**config.mk**
```make
export PLATFORM = sky130hd
export DESIGN_NAME = priority_decoder_seq_flat
export DESIGN_NICKNAME = d
export VERILOG_FILES = /design/src/rtl/priority_decoder_seq_if.sv /design/src/rtl/priority_decoder_seq.sv /design/src/flat_wrapper.sv
export SDC_FILE = /design/constraint.sdc
export NUM_CORES = 1
export LEC_CHECK = 0
export ABC_AREA = 1
export CAP_MARGIN = 20
export CORE_MARGIN = 8
export CORE_UTILIZATION = 55
export CTS_CLUSTER_DIAMETER = 100
export CTS_CLUSTER_SIZE = 25
export DETAILED_ROUTE_END_ITERATION = 8
export PLACE_DENSITY = 0.84
export SLEW_MARGIN = 30
export SYNTH_ARGS = -nofsm -noshare
export SYNTH_HDL_FRONTEND = slang
export SYNTH_SLANG_ARGS = --single-unit
```
**constraint.sdc**
```tcl
create_clock -name clk -period 2.37 [get_ports clk]
set_input_delay 0.711 -clock clk [delete_from_list [all_inputs] [get_ports clk]]
set_output_delay 0.711 -clock clk [all_outputs]
set_load 0.005 [all_outputs]
```
**src/rtl/priority_decoder_seq_if.sv**
```systemverilog
// Handshake and output bundle for priority_decoder_seq.
// The master side supplies the index and enable; the slave side is the decoder.
interface priority_decoder_seq_if #(
    parameter int IN_W  = 4,
    parameter int OUT_W = 16
);
    logic             enable;
    logic             in_valid;
    logic             in_ready;
    logic [IN_W-1:0]  decode_in;
    logic [OUT_W-1:0] decode_out;
    logic             out_valid;
    logic             done;

    modport master (
        output enable, in_valid, decode_in,
        input  in_ready, decode_out, out_valid, done
    );

    modport slave (
        input  enable, in_valid, decode_in,
        output in_ready, decode_out, out_valid, done
    );
endinterface

```
**src/rtl/priority_decoder_seq.sv**
```systemverilog
// Sequential index-to-one-hot decoder: an accepted index drives its one-hot
// line for HOLD_CYCLES cycles, then the block idles for GAP_CYCLES cycles
// before it can accept again. Dropping enable aborts any drive or gap.
module priority_decoder_seq #(
    parameter int IN_W        = 4,
    parameter int OUT_W       = 16,
    parameter int HOLD_CYCLES = 4,
    parameter int GAP_CYCLES  = 1
) (
    input  logic                 clk,
    input  logic                 rst,
    priority_decoder_seq_if.slave bus
);
    // Counter only ever holds reload values, i.e. at most max(HOLD,GAP)-1.
    localparam int CNT_MAX = (HOLD_CYCLES > GAP_CYCLES) ? HOLD_CYCLES : GAP_CYCLES;
    localparam int CNT_W   = (CNT_MAX > 1) ? $clog2(CNT_MAX) : 1;
    localparam logic [CNT_W-1:0] HOLD_LOAD = CNT_W'(HOLD_CYCLES - 1);
    localparam logic [CNT_W-1:0] GAP_LOAD  = CNT_W'((GAP_CYCLES > 0) ? GAP_CYCLES - 1 : 0);

    typedef enum logic [1:0] {
        IDLE  = 2'd0,
        DRIVE = 2'd1,
        GAP   = 2'd2
    } state_t;

    state_t           state_reg;
    logic [CNT_W-1:0] count_reg;
    logic [OUT_W-1:0] decode_reg;
    logic             valid_reg;
    logic             done_reg;
    logic [OUT_W-1:0] onehot;
    logic             accept;

    // One comparator per output line; exactly one matches any in-range index.
    for (genvar gi = 0; gi < OUT_W; gi++) begin : g_onehot
        assign onehot[gi] = (bus.decode_in == IN_W'(gi));
    end

    assign bus.in_ready   = (state_reg == IDLE) && bus.enable;
    assign accept         = bus.in_valid && bus.in_ready;
    assign bus.decode_out = decode_reg;
    assign bus.out_valid  = valid_reg;
    assign bus.done       = done_reg;

    // Control FSM with registered outputs; abort on enable low beats every
    // other transition, including the natural end of a drive.
    always_ff @(posedge clk or posedge rst) begin
        if (rst) begin
            state_reg  <= IDLE;
            count_reg  <= '0;
            decode_reg <= '0;
            valid_reg  <= 1'b0;
            done_reg   <= 1'b0;
        end else begin
            done_reg <= 1'b0;
            if (!bus.enable && (state_reg != IDLE)) begin
                state_reg  <= IDLE;
                count_reg  <= '0;
                decode_reg <= '0;
                valid_reg  <= 1'b0;
            end else begin
                case (state_reg)
                    IDLE: begin
                        if (accept) begin
                            state_reg  <= DRIVE;
                            count_reg  <= HOLD_LOAD;
                            decode_reg <= onehot;
                            valid_reg  <= 1'b1;
                        end
                    end
                    DRIVE: begin
                        if (count_reg != '0) begin
                            count_reg <= count_reg - CNT_W'(1);
                        end else begin
                            decode_reg <= '0;
                            valid_reg  <= 1'b0;
                            done_reg   <= 1'b1;
                            if (GAP_CYCLES > 0) begin
                                state_reg <= GAP;
                                count_reg <= GAP_LOAD;
                            end else begin
                                state_reg <= IDLE;
                            end
                        end
                    end
                    GAP: begin
                        if (count_reg != '0) begin
                            count_reg <= count_reg - CNT_W'(1);
                        end else begin
                            state_reg <= IDLE;
                        end
                    end
                    default: begin
                        state_reg <= IDLE;
                    end
                endcase
            end
        end
    end
endmodule

```
**src/flat_wrapper.sv**
```systemverilog
// flat-port wrapper written by rule: the top's interface ports become plain ports
module priority_decoder_seq_flat 
#(
    parameter int IN_W        = 4,
    parameter int OUT_W       = 16,
    parameter int HOLD_CYCLES = 4,
    parameter int GAP_CYCLES  = 1
)
  (clk, rst, bus_enable, bus_in_valid, bus_decode_in, bus_in_ready, bus_decode_out, bus_out_valid, bus_done);
  priority_decoder_seq_if #(.IN_W(IN_W), .OUT_W(OUT_W)) bus_i ();
  input  logic clk;
  input  logic rst;
  input wire logic [$bits(bus_i.enable)-1:0] bus_enable;
  input wire logic [$bits(bus_i.in_valid)-1:0] bus_in_valid;
  input wire logic [$bits(bus_i.decode_in)-1:0] bus_decode_in;
  output wire logic [$bits(bus_i.in_ready)-1:0] bus_in_ready;
  output wire logic [$bits(bus_i.decode_out)-1:0] bus_decode_out;
  output wire logic [$bits(bus_i.out_valid)-1:0] bus_out_valid;
  output wire logic [$bits(bus_i.done)-1:0] bus_done;
  assign bus_i.enable = bus_enable;
  assign bus_i.in_valid = bus_in_valid;
  assign bus_i.decode_in = bus_decode_in;
  assign bus_in_ready = bus_i.in_ready;
  assign bus_decode_out = bus_i.decode_out;
  assign bus_out_valid = bus_i.out_valid;
  assign bus_done = bus_i.done;
  priority_decoder_seq #(.IN_W(IN_W), .OUT_W(OUT_W), .HOLD_CYCLES(HOLD_CYCLES), .GAP_CYCLES(GAP_CYCLES)) u_core (.clk(clk), .rst(rst), .bus(bus_i));
endmodule
```
==> results.yml <==
floorplanning:
  die_x_um: 65.59
  fp.coreArea_sq_um: 2410
  die_y_um: 65.59
  io_pins: 27
  fp-row-count: 18
  die_area_sq_um: 4302
  initial_core_util_pct: 56.13
sta:
  timing.final.crit_share_pct: 93.51
  drv_slew: 0
  tightest_slew_ps: 307.0
  finalHoldViolCount: 0
  finalCriticalPeriod_ps: 2216
  finClkSkew_ps: 1.857
  grt_setup_unrepaired: "no"
  setup_tns_ps: 0
  whs_ps: 494.8
  slew_headroom_pct: 79.32
  setup_viol_count_final: 0
  fmax_ghz: 0.4512
route:
  first_iter_violations: 32
  dr_total_vias: 1208
  detail-route-antenna-nets: 0
  wl_per_cell_um: 12.41
  drt_wl_total_um: 3004
  first_pass_iters: 4
  drc_errors: 0
  avgViaCountPerCell: 4.992
yosys:
  yosysSeqAreaShare_pct: 40.70
  ys_types: 18
  avgSynthCellArea_sq_um: 7.432
  ys_ff_latch: 22
  yosysWarnings: 0
  syn_nets: 200
  syn-cell-area_sq_um: 1353
  synthCells: 182
finish:
  nets: 231
  design_area_sq_um: 1680
  largest_reg_flops: 16
  nFillCells: 208
  area_growth_pct: 24.24
  instances_no_fill: 242
  n_antenna_cell: 0
  drive_gt1_share_pct: 8.962
clock_network:
  cts.sinks: 22
  cts_tree: "yes"
  cts_buffers: 3
  clkSlewWorstSetupHoldPaths_ps: 130
  clock_path_buffers: 2
  clk_latency_ps: 300
  h-tree-depth: 1
  root_buffer: "clkbuf_4"
worst_setup_path:
  critPathMaxFanout: 2
  r2r-end: "u_core.bus.decode_out[14]$_DFFE_PP0P_"
  rrSetupSlack_ps: 670
  crit_start: "bus_enable"
  crit_end: "bus_in_ready"
  reg2regPathDepth: 10
  critPathKind: "in -> out"
  worst_setup_path_end_kind: "output pin"
  start_kind: "primary input"
  r2r_start: "u_core.state_reg[0]$_DFFE_PP0P_"
  worstPathRequired_ps: 1660
  critical_path_arrival_ps: 1510
global_routing:
  grt_pass1_vias: 1328
  grt_usage_pct: 15.09
  grt_pass1_wl_um: 5319
  globalRoute.totalOverflow: 0
  grt_max_degree: 23
  antenna_found_initial: 0
status:
  status: "finished, final reports clean"
placed_design:
  io_buffers: 26
  place_area_sq_um: 1645
  gp_congestion: 0.8761
  dp.cells: 238
  dp.final_hpwl_um: 2385
flow_run:
  maxCapViolCount: 0
pwr:
  total_power_uw: 1883
  vdd_ir_drop_max_mv: 0.8347
  p_leak_uw: 0.0009065
  pwr_density_cell_nw_per_um2: 1121
hold_path:
  hold_class: "reg -> reg"
==> critical path, cell delays in order <==
cell and delay (ps):
clkdlybuf4s50_1 470, nand2_1 50, inv_1 40, dlygate4sd2_1 220
==> synth_stat cells, drive strengths merged <==
master / n / share of area (%)
buf: 3 / 2.0
dfrtp: 22 / 41
ha: 10 / 9.3
inv: 19 / 5.3
nand2: 88 / 27
nand3: 8 / 4.6
nand4: 4 / 1.8
nor2: 23 / 7.6
nor3: 4 / 1.5
o21ai: 1 / 0.37
==> final cells by class <==
type | instances | area, sq um | share of cell area [%]
multi-input cells | 138 | 703.2 | 41.85
repair buffers | 29 | 281.5 | 16.75
well taps | 30 | 37.54 | 2.234
flip-flops and latches | 22 | 550.5 | 32.76
inverters | 19 | 71.32 | 4.244
clock buffers | 4 | 36.28 | 2.159
==> routing by layer <==
layer | GRT usage, % | part of all wire [%]
met1 | 14.27 | 41
met2 | 28.29 | 52
met3 | 3.912 | 4.6
met4 | 9.264 | 2.5
met5 | 0 | 0
==> cells by family (layout without fill, tap and decap cells) <==
logic type | Yosys count | count (layout) | share of synthesized area (%)
compound gates | 1 | 1 | 0.3697
fa+ha+maj | 10 | 10 | 9.251
buf+inv | 22 | 52 | 7.308
flops | 22 | 22 | 40.70
simple gates | 127 | 127 | 42.37
==> cells in the final DEF, fill, tap and decap left out <==
cell type        instances
nor2_1                  22
nand2_1                 83
clkdlybuf4s50_1         25
nand2_4                  4
clkbuf_4                 3
nor2_8                   1
dlygate4sd2_1            1
inv_1                   16
o21ai_0                  1
dfrtp_1                 22
nand3_2                  2
clkbuf_8                 1
inv_2                    3
nand3_4                  1
ha_1                    10
buf_4                    3
nor3_1                   4
nand4_1                  4
nand3_1                  5
nand2_2                  1
==> metrics by stage <==
stage	setup slack [ps]	utilization, %
after floorplan	773.6	-
final	153.8	69.73
after global placement	-114.2	68.28
after detailed placement	-129.4	68.28
after CTS	140.8	69.73
after global routing	117.6	69.73
==> power by group <==
part,leakage [uW],switching [uW],internal [uW]
clock,0.0000210,117,93.6
sequential,0.000298,63.5,474
combinational,0.000588,712,422
total,0.000906,893,990
==> worst min-delay path by stage <==
stage,startpoint,end,slack (ps),cells past startpoint
after floorplan,u_core.bus.decode_out[15]$_DFFE_PP0P_,u_core.bus.decode_out[15]$_DFFE_PP0P_,470,2
after global placement,u_core.bus.decode_out[6]$_DFFE_PP0P_,u_core.bus.decode_out[6]$_DFFE_PP0P_,460,2
after detailed placement,u_core.bus.decode_out[9]$_DFFE_PP0P_,u_core.bus.decode_out[9]$_DFFE_PP0P_,460,2
after CTS,u_core.bus.decode_out[9]$_DFFE_PP0P_,u_core.bus.decode_out[9]$_DFFE_PP0P_,500,2
after global routing,u_core.bus.decode_out[11]$_DFFE_PP0P_,u_core.bus.decode_out[11]$_DFFE_PP0P_,520,2
final,u_core.bus.decode_out[10]$_DFFE_PP0P_,u_core.bus.decode_out[10]$_DFFE_PP0P_,490,2
==> timing repair <==
action / in CTS / in global routing
buffers inserted: 0 / 0
endpoints found under the hold margin: 0 / 0
setup endpoints to repair: 1 / 0
resized for setup: 1 / 0
hold buffers: 0 / 0
Note: power is estimated with default switching activity, not from simulation.
